--- src/rtl/jtag_tap_ctrl.sv ---
// IEEE 1149.1-style TAP controller: 16-state TMS FSM, instruction register, BYPASS/IDCODE DRs, falling-edge TDO.
// Optional macro JTAG_TAP_IDCODE_EN builds the IDCODE register; without it the IDCODE opcode selects BYPASS.
module jtag_tap_ctrl #(
  parameter int unsigned         IR_WIDTH     = 4,
  parameter logic [IR_WIDTH-1:0] IDCODE_OP    = 4'b0001,
  parameter logic [31:0]         IDCODE_VALUE = 32'h1000_0001
) (
  input  logic                tck,
  input  logic                trst_n,
  input  logic                tms,
  input  logic                tdi,
  input  logic                dr_tdo_ext,
  output logic                tdo,
  output logic                tdo_en,
  output logic [IR_WIDTH-1:0] ir_out,
  output logic                test_logic_reset,
  output logic                capture_dr,
  output logic                shift_dr,
  output logic                update_dr,
  output logic                capture_ir,
  output logic                shift_ir,
  output logic                update_ir
);

  // state     | meaning
  // TLR       | test logic reset, instruction forced to default
  // RTI       | run-test/idle
  // SEL_DR/IR | branch select toward DR or IR column
  // CAP_*     | parallel load of the selected register
  // SHIFT_*   | serial shift tdi -> register -> tdo
  // EXIT1/2_* | leave shift, toward pause or update
  // PAUSE_*   | shift registers hold
  // UPD_*     | update; leaving UPD_IR latches the new instruction
  typedef enum logic [3:0] {
    TLR, RTI, SEL_DR, CAP_DR, SHIFT_DR, EXIT1_DR, PAUSE_DR, EXIT2_DR, UPD_DR,
    SEL_IR, CAP_IR, SHIFT_IR, EXIT1_IR, PAUSE_IR, EXIT2_IR, UPD_IR
  } state_t;

  localparam logic [IR_WIDTH-1:0] IR_CAPTURE = {{(IR_WIDTH-1){1'b0}}, 1'b1};
`ifdef JTAG_TAP_IDCODE_EN
  localparam logic [IR_WIDTH-1:0] RESET_OP = IDCODE_OP;
`else
  localparam logic [IR_WIDTH-1:0] RESET_OP = '1;
`endif

  if (IR_WIDTH < 2) begin : g_bad_ir_width
    $error("IR_WIDTH must be at least 2");
  end
  if (IDCODE_VALUE[0] != 1'b1) begin : g_bad_idcode
    $error("IDCODE_VALUE bit 0 must be 1");
  end

  state_t              state;
  logic [IR_WIDTH-1:0] ir_shift;
  logic [IR_WIDTH-1:0] ir_reg;
  logic                bypass_reg;
  logic                sel_bypass;
  logic                dr_tdo;

  always_ff @(posedge tck or negedge trst_n) begin
    if (!trst_n) begin
      state <= TLR;
    end else begin
      case (state)
        TLR:      state <= tms ? TLR      : RTI;
        RTI:      state <= tms ? SEL_DR   : RTI;
        SEL_DR:   state <= tms ? SEL_IR   : CAP_DR;
        CAP_DR:   state <= tms ? EXIT1_DR : SHIFT_DR;
        SHIFT_DR: state <= tms ? EXIT1_DR : SHIFT_DR;
        EXIT1_DR: state <= tms ? UPD_DR   : PAUSE_DR;
        PAUSE_DR: state <= tms ? EXIT2_DR : PAUSE_DR;
        EXIT2_DR: state <= tms ? UPD_DR   : SHIFT_DR;
        UPD_DR:   state <= tms ? SEL_DR   : RTI;
        SEL_IR:   state <= tms ? TLR      : CAP_IR;
        CAP_IR:   state <= tms ? EXIT1_IR : SHIFT_IR;
        SHIFT_IR: state <= tms ? EXIT1_IR : SHIFT_IR;
        EXIT1_IR: state <= tms ? UPD_IR   : PAUSE_IR;
        PAUSE_IR: state <= tms ? EXIT2_IR : PAUSE_IR;
        EXIT2_IR: state <= tms ? UPD_IR   : SHIFT_IR;
        UPD_IR:   state <= tms ? SEL_DR   : RTI;
        default:  state <= TLR;
      endcase
    end
  end

  assign test_logic_reset = (state == TLR);
  assign capture_dr       = (state == CAP_DR);
  assign shift_dr         = (state == SHIFT_DR);
  assign update_dr        = (state == UPD_DR);
  assign capture_ir       = (state == CAP_IR);
  assign shift_ir         = (state == SHIFT_IR);
  assign update_ir        = (state == UPD_IR);

  always_ff @(posedge tck or negedge trst_n) begin
    if (!trst_n) begin
      ir_shift <= '0;
      ir_reg   <= RESET_OP;
    end else begin
      if (capture_ir)
        ir_shift <= IR_CAPTURE;
      else if (shift_ir)
        ir_shift <= {tdi, ir_shift[IR_WIDTH-1:1]};
      if (test_logic_reset)
        ir_reg <= RESET_OP;
      else if (update_ir)
        ir_reg <= ir_shift;
    end
  end

  // Override keeps the default instruction visible from the same edge that enters TLR.
  assign ir_out = test_logic_reset ? RESET_OP : ir_reg;

`ifdef JTAG_TAP_IDCODE_EN
  logic        sel_idcode;
  logic [31:0] idcode_reg;

  assign sel_bypass = &ir_out;
  assign sel_idcode = (ir_out == IDCODE_OP);

  always_ff @(posedge tck or negedge trst_n) begin
    if (!trst_n)
      idcode_reg <= IDCODE_VALUE;
    else if (sel_idcode && capture_dr)
      idcode_reg <= IDCODE_VALUE;
    else if (sel_idcode && shift_dr)
      idcode_reg <= {tdi, idcode_reg[31:1]};
  end

  assign dr_tdo = sel_bypass ? bypass_reg : (sel_idcode ? idcode_reg[0] : dr_tdo_ext);
`else
  assign sel_bypass = (&ir_out) || (ir_out == IDCODE_OP);
  assign dr_tdo     = sel_bypass ? bypass_reg : dr_tdo_ext;
`endif

  always_ff @(posedge tck or negedge trst_n) begin
    if (!trst_n)
      bypass_reg <= 1'b0;
    else if (sel_bypass && capture_dr)
      bypass_reg <= 1'b0;
    else if (sel_bypass && shift_dr)
      bypass_reg <= tdi;
  end

  always_ff @(negedge tck or negedge trst_n) begin
    if (!trst_n) begin
      tdo    <= 1'b0;
      tdo_en <= 1'b0;
    end else begin
      tdo_en <= shift_ir | shift_dr;
      tdo    <= shift_ir ? ir_shift[0] : (shift_dr ? dr_tdo : 1'b0);
    end
  end

endmodule

--- config.mk ---
export PLATFORM = sky130hd
export DESIGN_NAME = jtag_tap_ctrl
export DESIGN_NICKNAME = d
export VERILOG_FILES = /design/src/rtl/jtag_tap_ctrl.sv
export SDC_FILE = /design/constraint.sdc
export NUM_CORES = 1
export LEC_CHECK = 0
export CAP_MARGIN = 20
export CORE_UTILIZATION = 31
export CTS_CLUSTER_DIAMETER = 40
export CTS_CLUSTER_SIZE = 40
export DETAILED_ROUTE_END_ITERATION = 8
export PLACE_DENSITY = 0.56
export SETUP_SLACK_MARGIN = 0.5
export SKIP_CTS_REPAIR_TIMING = 1
export SLEW_MARGIN = 20
export SYNTH_ARGS = -nofsm -noshare
export SYNTH_HDL_FRONTEND = slang
export SYNTH_SLANG_ARGS = --single-unit
--- constraint.sdc ---
create_clock -name tck -period 1.7 [get_ports tck]
set_input_delay 0.34 -clock tck [delete_from_list [all_inputs] [get_ports tck]]
set_output_delay 0.34 -clock tck [all_outputs]
set_load 0.03 [all_outputs]
==> results.md, run 1 <==
* Failing checks: setup timing
* DR vias at 908
* Avg Inst Size Synth at 8.59 µm²
* Dpl hpwl at 1410 µm
* Row Count at 18
* Worst skew pair latency at 0.28 ns
* Power Total at 3220 µW
* Yosys top cell by area: dfrtp_1
* Required time of the critical path at 0.98 ns
* Initial core utilization at 33.4%
* Switch Pwr at 1310 µW
* Leakage power at 0.000754 µW
* Dpl cell area at 0.00118 mm²
* Area of the multi-input gates at 531 µm²
* Routed wire length on met3 at 57 µm
* CP Launch Type: flop
* Register area at 380 µm²
* Core Region at 0.00254 mm²
* Fraction of layout cells with a size suffix above 1 at 56.1%
* Final Skew at 0.00803 ns
* Seq/Total Area, Yosys at 44.7%
* Worst setup EP type: flop
* Yosys top cell area share at 26.5%
* Diodes inserted at 0
* Initial antenna violation count at 0
* Largest net degree at the start of global routing at 18
* Drt drc at 0
* Share of power burned in registers at 20.2%
* Wl on met1 at 998 µm
* Nets at 163
* Die H at 54.4 µm
* ANT nets after route at 0
* Gr ovfl total at 0
* Arr. time, crit path at 1.83 ns
* Synth area leaders: dfrtp_1 26%, dfstp_2 12%, nand2_1 8.4%
* I/O pins at 18
* Clock sink count at 15
* Most common cell after layout, fill and taps aside: buf_4
* Internal power at 1910 µW
* Crit Path Category: flop to flop
* TNS Setup at -3.23 ns
* DR top layer: met4
* Clock power share at 6.2%
* Netlist cell types at 31
* Inserted Clock Buffers at 3
* Worst slew margin at 84.6%
* IO Port Bufs at 17
* H-tree depth at 1
* Synthesized netlist cell count at 99
* TritonCTS clock tree: done
* Max Slew Vio Count at 0
* CP max FO at 2
* Vias per inst at 4.86
* Syn Std Cell Area at 851 µm²
* #FFs+latches synth at 15
* Synth warn at 0
* Place WS at -0.881 ns
* RSZ-0062 raised after global routing: yes
* Maximum VDD drop at 0.00118 V
* Root Buffer: clkbuf_4
* Final setup fails at 11
* Syn nets at 104
* Layout area overhead at 85.1%
* DR WL/cell at 11.8 µm
* Status: finished with violations
* Fillers at 221
* Maximum buffer depth of the clock tree at 2
* Die Width at 54.4 µm
* Fin area at 0.00158 mm²
* Cell Pwr Density at 2050 mW/mm²
* Most frequent cells in the layout: 33 x buf_4, 22 x buf_6, 16 x nand2_1, 9 x dfrtp_1, 5 x o21ai_1
* Slew @ Worst Pin at 0.231 ns
* CTS clk-pin slew, worst paths at 0.09 ns
* Final WS setup at -0.850 ns
* Post-Route WL at 2220 µm
* GRT Total Usage at 14.7%
* Initial drt markers at 16
* Drt pass-1 iters at 4
* Vias in the first global route at 678
* Net Sw Frac at 40.6%
* Hold WC Path Type: primary input to asynchronous set/reset pin
* First-pass GRT wire length at 3020 µm
* Combinational Power Share at 73.6%
* Max Cap Violations at 0
* Final Hold Fails at 0
* Die ar. at 0.00296 mm²
* Wire length on met2 at 1130 µm
* Routability cong. at 0.713
-- layout make-up --
type | instances | area share (%)
timing repair buffer | 61 | 36.5
multi-input combinational | 71 | 33.7
sequential | 15 | 24.1
tap | 30 | 2.38
clock buffer | 4 | 1.67
inverter | 6 | 1.59
-- logic make-up (layout without fill, tap and decap cells) --
group | count (synthesis) | count (layout) | synth area share, %
simple gates | 46 | 46 | 28.1
flops | 15 | 15 | 44.7
compound gates | 23 | 23 | 17.8
mux | 2 | 2 | 2.50
buf+inv | 13 | 71 | 6.91
-- metal layers --
| layer | GRT usage, % | vias to the layer above |
|---|---|---|
| met1 | 18.8 | 420 |
| met2 | 24.0 | 19 |
| met4 | 6.41 | 0 |
| li1 | - | 467 |
| met5 | 0 | - |
| met3 | 2.50 | 2 |
-- path summary, 6_finish.rpt --
path                            startpoint  cells past startpoint  slack, ns         end
worst min register to register  bypass_reg                      1       0.51  bypass_reg
worst min-delay path                trst_n                      2       0.44  bypass_reg
max in group asynchronous           trst_n                      1       0.58         tdo
worst max register to register   ir_reg[0]                      4      -0.85         tdo
worst max-delay path             ir_reg[0]                      4      -0.85         tdo
min in group tck                bypass_reg                      1       0.51  bypass_reg
-- power groups by stage --
stage | combinational, µW | clock, µW | sequential, µW
after floorplan | 1080 | 0 | 678
after global placement | 1590 | 0 | 634
after detailed placement | 1610 | 0 | 640
after CTS | 1610 | 204 | 633
after global routing | 2550 | 224 | 678
final | 2370 | 199 | 651
-- synthesized netlist by cell type --
cell type,count
nand3_1,6
mux2i_1,1
a32o_1,1
dfstp_2,4
or4b_1,1
a22oi_1,1
a21oi_1,4
o32a_1,1
dfrtp_1,9
a221oi_1,1
nand2b_1,5
mux2_1,1
o32ai_1,1
dfrtn_1,2
a221o_1,1
clkbuf_1,4
o21ai_0,10
nor3_1,3
inv_1,6
nor2b_1,3
nor2_1,4
a22o_1,1
nand3_4,1
or2_2,1
or4_4,1
buf_6,1
nand2_1,19
a21o_1,1
nand4_1,2
o211a_1,1
buf_2,2
-- worst max-delay path: stages (launching register included) --
cell,delay (ns)
dfstp_2,0.54
or4b_4,0.47
nand3_4,0.08
mux2_4,0.29
a22o_1,0.17
-- through the flow --
stage / cells / utilization, % / hold slack (ns)
2_1_floorplan: 99 / - / 0.0444
3_3_place_gp: 156 / 46.4 / 0.481
3_5_place_dp: 156 / 46.4 / 0.493
4_1_cts: 160 / 47.4 / 0.458
5_1_grt: 187 / 61.9 / 0.472
6_report: 187 / 61.9 / 0.443
(Power assumes the default switching activity.)
==> run 2, diff against run 1 <==
--- a/config.mk
+++ b/config.mk
@@ -5,6 +5,7 @@
 export SDC_FILE = /design/constraint.sdc
 export NUM_CORES = 1
 export LEC_CHECK = 0
+export ABC_AREA = 1
 export CAP_MARGIN = 20
 export CORE_UTILIZATION = 31
 export CTS_CLUSTER_DIAMETER = 40
==> results.md, run 2 <==
* Gr ovfl total at 0
* Place WS at -0.354 ns
* Hold WC Path Type: primary input to asynchronous set/reset pin
* Fillers at 204
* Diodes inserted at 0
* Root Buffer: clkbuf_4
* RSZ-0062 raised after global routing: yes
* CTS clk-pin slew, worst paths at 0.09 ns
* Register area at 380 µm²
* Initial antenna violation count at 0
* Yosys top cell by area: dfrtp_1
* Most frequent cells in the layout: 30 x buf_6, 19 x buf_4, 18 x inv_1, 16 x nand2_1, 9 x dfrtp_1
* Crit path launch: ir_reg[0]
* Maximum buffer depth of the clock tree at 2
* H-tree depth at 1
* GRT Total Usage at 17.4%
* Mux cell area share after synthesis at 0%
* Reg2reg start: ir_reg[0]
* Simple-gate share of the synthesized area at 26.8%
* Post-synthesis xor/xnor area fraction at 0%
* Largest family of logic cells by synthesized area: simple AND/OR/NAND/NOR gates
* Core Region at 0.00252 mm²
* Largest stage delay, worst path at 0.52 ns
* Netlist cell types at 20
* Non-Filler Instances at 207
* IO Port Bufs at 17
* Crit path max-delay cell type: dfstp_2
* Vias per inst at 4.92
* Synth area leaders: dfrtp_1 27%, dfstp_2 12%, inv_1 11%
* Syn nets at 124
* DR WL/cell at 13.9 µm
* Main synth FF type: dfrtp_1
* First-pass GRT wire length at 3570 µm
* Cell mode on critical path: nand2_1
* Async SR Flop Fraction at 100%
* Inst Count DP at 188
* Cell Pwr Density at 1920 mW/mm²
* Vias in the first global route at 835
* Fraction of layout cells with a size suffix above 1 at 54.2%
* WHS at 0.0931 ns
* CP top delay family: flip-flops
* Status: finished with violations
* Largest net degree at the start of global routing at 11
* Required time of the critical path at 0.99 ns
* Yosys top cell area share at 26.6%
* Clock sink count at 15
* TritonCTS clock tree: done
* CP Launch Type: flop
* Worst skew pair latency at 0.28 ns
* Synth Area in Compound Gates at 16.7%
* Final WS setup at -0.349 ns
* Post-Route WL at 2880 µm
* Drt drc at 0
* Adder-Cell Fraction of Synth Area at 0%
* Most common cell after layout, fill and taps aside: buf_6
* CP max FO at 4
* ANT nets after route at 0
* Final Hold Fails at 0
* Routability cong. at 0.888
* Die Width at 54.2 µm
* Dpl hpwl at 1730 µm
* Slew @ Worst Pin at 0.233 ns
* Layout area overhead at 92.3%
* Initial core utilization at 33.5%
* Max Cap Violations at 0
* Arr. time, crit path at 1.34 ns
* Failing checks: setup timing
* Post-synth top cells: 25 x inv_1, 25 x nand2_1, 15 x nor2_1, 15 x o21ai_0, 9 x dfrtp_1
* Buffers and inverters on the worst path at 1
* Nets at 183
* Final Skew at 0.00558 ns
* I/O pins at 18
* Crit Path Category: flop to flop
* Worst slew margin at 84.3%
* Power Total at 3120 µW
* Avg Inst Size Synth at 7.11 µm²
* Row Count at 18
* Initial drt markers at 14
* Max Slew Vio Count at 0
* Seq/Total Area, Yosys at 45.0%
* Synthesized netlist cell count at 119
* Drt pass-1 iters at 5
* Die ar. at 0.00294 mm²
* Cell Chain, Critical Path: inv_1, nor3_2, nand3_1, nand2_1, nand2_1, nand3_1, nand2_1
* Inserted Clock Buffers at 3
* Synth warn at 0
* Area of the multi-input gates at 523 µm²
* #FFs+latches synth at 15
* Die H at 54.2 µm
* Syn Std Cell Area at 846 µm²
* DR vias at 1018
* Worst setup EP type: flop
* Post-synth EDFFs at 0
* Maximum VDD drop at 0.00128 V
* Final setup fails at 13
* Leakage power at 0.000814 µW
[run 2: cell types whose count changed after synthesis, sizes merged, moves of 2 or more]
| cell | change |
|---|---|
| a21oi | -4 |
| buf | -3 |
| clkbuf | -4 |
| inv | +20 |
| nand2 | +7 |
| nand2b | -5 |
| nor2 | +14 |
| nor2b | -3 |
| nor3 | -2 |
| o211ai | +2 |
| o21ai | +6 |
| o22ai | +2 |
[run 2: area by class of cell]
class / instances / share of cell area [%]
clock inverters: 1 / 0.308
inverters: 26 / 7.38
repair buffers: 54 / 33.1
clock buffers: 3 / 1.38
flip-flops and latches: 15 / 23.4
multi-input cells: 78 / 32.2
well taps: 30 / 2.31
[run 2: worst paths after layout]
kind                       depth (start not counted)  slack [ns]          to
min in group tck                                   2        0.50  bypass_reg
max                                                7       -0.35         tdo
max in group asynchronous                          1        0.87      tdo_en
min                                                2        0.09  bypass_reg
max reg2reg                                        7       -0.35         tdo
min reg2reg                                        2        0.50  bypass_reg
[run 2: worst register-to-register path: stages (launching register included)]
cell and delay, ns:
dfstp_2 0.52, inv_1 0.07, nor3_2 0.11, nand3_1 0.11, nand2_1 0.09, nand2_1 0.05
nand3_1 0.06, nand2_1 0.05
[run 2: metrics by stage]
step	setup TNS, ns	util, %	instance area [µm²]
2_1_floorplan	-0.576	-	881
3_3_place_gp	-0.502	48.4	1220
3_5_place_dp	-0.534	48.4	1220
4_1_cts	-2.12	49.5	1250
5_1_grt	-3.37	64.5	1630
6_report	-2.20	64.5	1630
[run 2: cell families after synthesis]
| kind of cell | after synthesis |
|---|---|
| AO/OA/AOI/OAI | 24 |
| buffers and inverters | 26 |
| flip-flops | 15 |
| AND/OR/NAND/NOR | 54 |
[run 2: routing by layer]
metal | global-route usage, % | wire length, µm | vias to the layer above
li1 | - | - | 502
met2 | 26.8 | 1470 | 25
met1 | 23.0 | 1270 | 483
met3 | 5.56 | 87 | 8
met5 | 0 | 0 | -
met4 | 5.56 | 54 | 0
[run 2: power breakdown]
part           total (µW)  internal, µW  leakage (µW)  switching, µW
Clock                 203          87.3     0.0000177            116
Combinational        2260          1050      0.000614           1210
Sequential            649           532      0.000183            117
Total                3120          1670      0.000814           1440
==> run 3, diff against run 2 <==
--- a/config.mk
+++ b/config.mk
@@ -7,11 +7,13 @@
 export LEC_CHECK = 0
 export ABC_AREA = 1
 export CAP_MARGIN = 20
+export CELL_PAD_IN_SITES_DETAIL_PLACEMENT = 0
+export CELL_PAD_IN_SITES_GLOBAL_PLACEMENT = 1
 export CORE_UTILIZATION = 31
 export CTS_CLUSTER_DIAMETER = 40
 export CTS_CLUSTER_SIZE = 40
 export DETAILED_ROUTE_END_ITERATION = 8
-export PLACE_DENSITY = 0.56
+export PLACE_DENSITY = 0.74
 export SETUP_SLACK_MARGIN = 0.5
 export SKIP_CTS_REPAIR_TIMING = 1
 export SLEW_MARGIN = 20
==> results.md, run 3 (synthesis results as in run 2) <==
* Status: finished with violations
* Failing checks: setup timing
* I/O pins at 18
* Max Cap Violations at 0
* DR WL/cell at 13.7 µm
* Cell Pwr Density at 1920 mW/mm²
* Fin area at 0.00167 mm²
* Worst slew margin at 85.7%
* Die Width at 54.2 µm
* Reg2reg start: state[3]
* Initial antenna violation count at 0
* Layout area overhead at 97.0%
* Die H at 54.2 µm
* Row Count at 18
* Fillers at 198
* Required time of the critical path at 1.00 ns
* Routability cong. at 0.901
* RSZ-0062 raised after global routing: yes
* IO Port Bufs at 17
* Dpl hpwl at 1820 µm
* Arr. time, crit path at 1.43 ns
* Leakage power at 0.000818 µW
* Most frequent cells in the layout: 30 x buf_6, 20 x buf_4, 16 x inv_1, 16 x nand2_1, 9 x dfrtp_1
* Core Region at 0.00252 mm²
* Hold WC Path Type: primary input to asynchronous set/reset pin
* Clock sink count at 15
* Max Slew Vio Count at 0
* Final Skew at 0.00955 ns
* CP Launch Type: flop
* Largest net degree at the start of global routing at 11
* Crit path launch: state[3]
* Final WS setup at -0.436 ns
* Post-Route WL at 2850 µm
* Initial drt markers at 13
* Maximum VDD drop at 0.00109 V
* Root Buffer: clkbuf_4
* Die ar. at 0.00294 mm²
* First-pass GRT wire length at 3640 µm
* Final Hold Fails at 0
* Inserted Clock Buffers at 3
* Dpl cell area at 0.00122 mm²
* TritonCTS clock tree: done
* GRT Total Usage at 17.9%
* FF-to-FF setup slack at -0.44 ns
* Maximum buffer depth of the clock tree at 2
* H-tree depth at 1
* Most common cell after layout, fill and taps aside: buf_6
* Crit Path Category: flop to flop
* Diodes inserted at 0
* CP max FO at 5
* DR vias at 1014
* Worst setup EP type: flop
* Initial core utilization at 33.5%
* Final setup fails at 15
* Gr ovfl total at 0
* CTS clk-pin slew, worst paths at 0.10 ns
* Worst skew pair latency at 0.30 ns
* Drt drc at 0
* Fraction of layout cells with a size suffix above 1 at 59.6%
* Vias in the first global route at 862
* Vias per inst at 4.88
* Cell Chain, Critical Path: nor2_2, nand2_2, o21ai_1, nand2_1, nand2_2, nand2_1, nand3_1, nand2_1
* WHS at 0.0817 ns
* Drt pass-1 iters at 4
* ANT nets after route at 0
* Slew @ Worst Pin at 0.212 ns
* Largest stage delay, worst path at 0.41 ns
* Cell mode on critical path: nand2_1
* Nets at 184
* Crit path max-delay cell type: dfrtp_1
-- run 3: cell count changes in the layout (fill, tap and decap cells not counted), moves of 2 or more --
cell,change
inv_2,+3
o21ai_2,+2
inv_1,-2
nand2_2,+2
nand2_4,-2
o21ai_1,-2
-- run 3: path summary, 6_finish.rpt --
path / cells after the start / endpoint
max: 8 / tdo
min: 2 / bypass_reg
max reg2reg: 8 / tdo
min reg2reg: 2 / bypass_reg
max in group asynchronous: 1 / tdo
min in group tck: 2 / bypass_reg
-- run 3: per-stage QoR --
step / total power [µW] / std cells / utilization, % / TNS, ns / setup slack (ns)
finish: 3200 / 208 / 66.1 / -3.34 / -0.436
global route: 3400 / 208 / 66.1 / -4.31 / -0.565
CTS: 2340 / 192 / 49.6 / -2.20 / -0.438
detailed placement: 2110 / 188 / 48.4 / -0.592 / -0.399
global placement: 2110 / 188 / 48.4 / -0.489 / -0.327
floorplan: 1500 / 119 / - / -0.576 / -0.336
-- run 3: cell type report --
| cell class | count | area, µm² | area share [%] |
|---|---|---|---|
| repair buffers | 55 | 546 | 32.7 |
| clock inverters | 1 | 7.51 | 0.450 |
| clock buffers | 3 | 22.5 | 1.35 |
| flip-flops and latches | 15 | 380 | 22.8 |
| inverters | 26 | 120 | 7.21 |
| well taps | 30 | 37.5 | 2.25 |
| multi-input cells | 78 | 553 | 33.2 |
-- run 3: report_power, final --
part / total, µW / switching [µW] / leakage (µW) / internal (µW)
combinational: 2340 / 1250 / 0.000622 / 1090
clock: 222 / 132 / 0.0000139 / 89.7
sequential: 633 / 102 / 0.000183 / 531
-- run 3: worst max-delay path: cells and delay by family (launching register included) --
kind,cells,cell delay [ns]
AND/OR/NAND/NOR,7,0.62
AO/OA/AOI/OAI,1,0.09
flip-flops,1,0.41
-- run 3: layer usage --
| metal | wire length (µm) | global-route usage (%) |
|---|---|---|
| met5 | 0 | 0 |
| met1 | 1270 | 23.3 |
| met4 | 33 | 3.85 |
| met3 | 88 | 5.83 |
| met2 | 1470 | 28.9 |
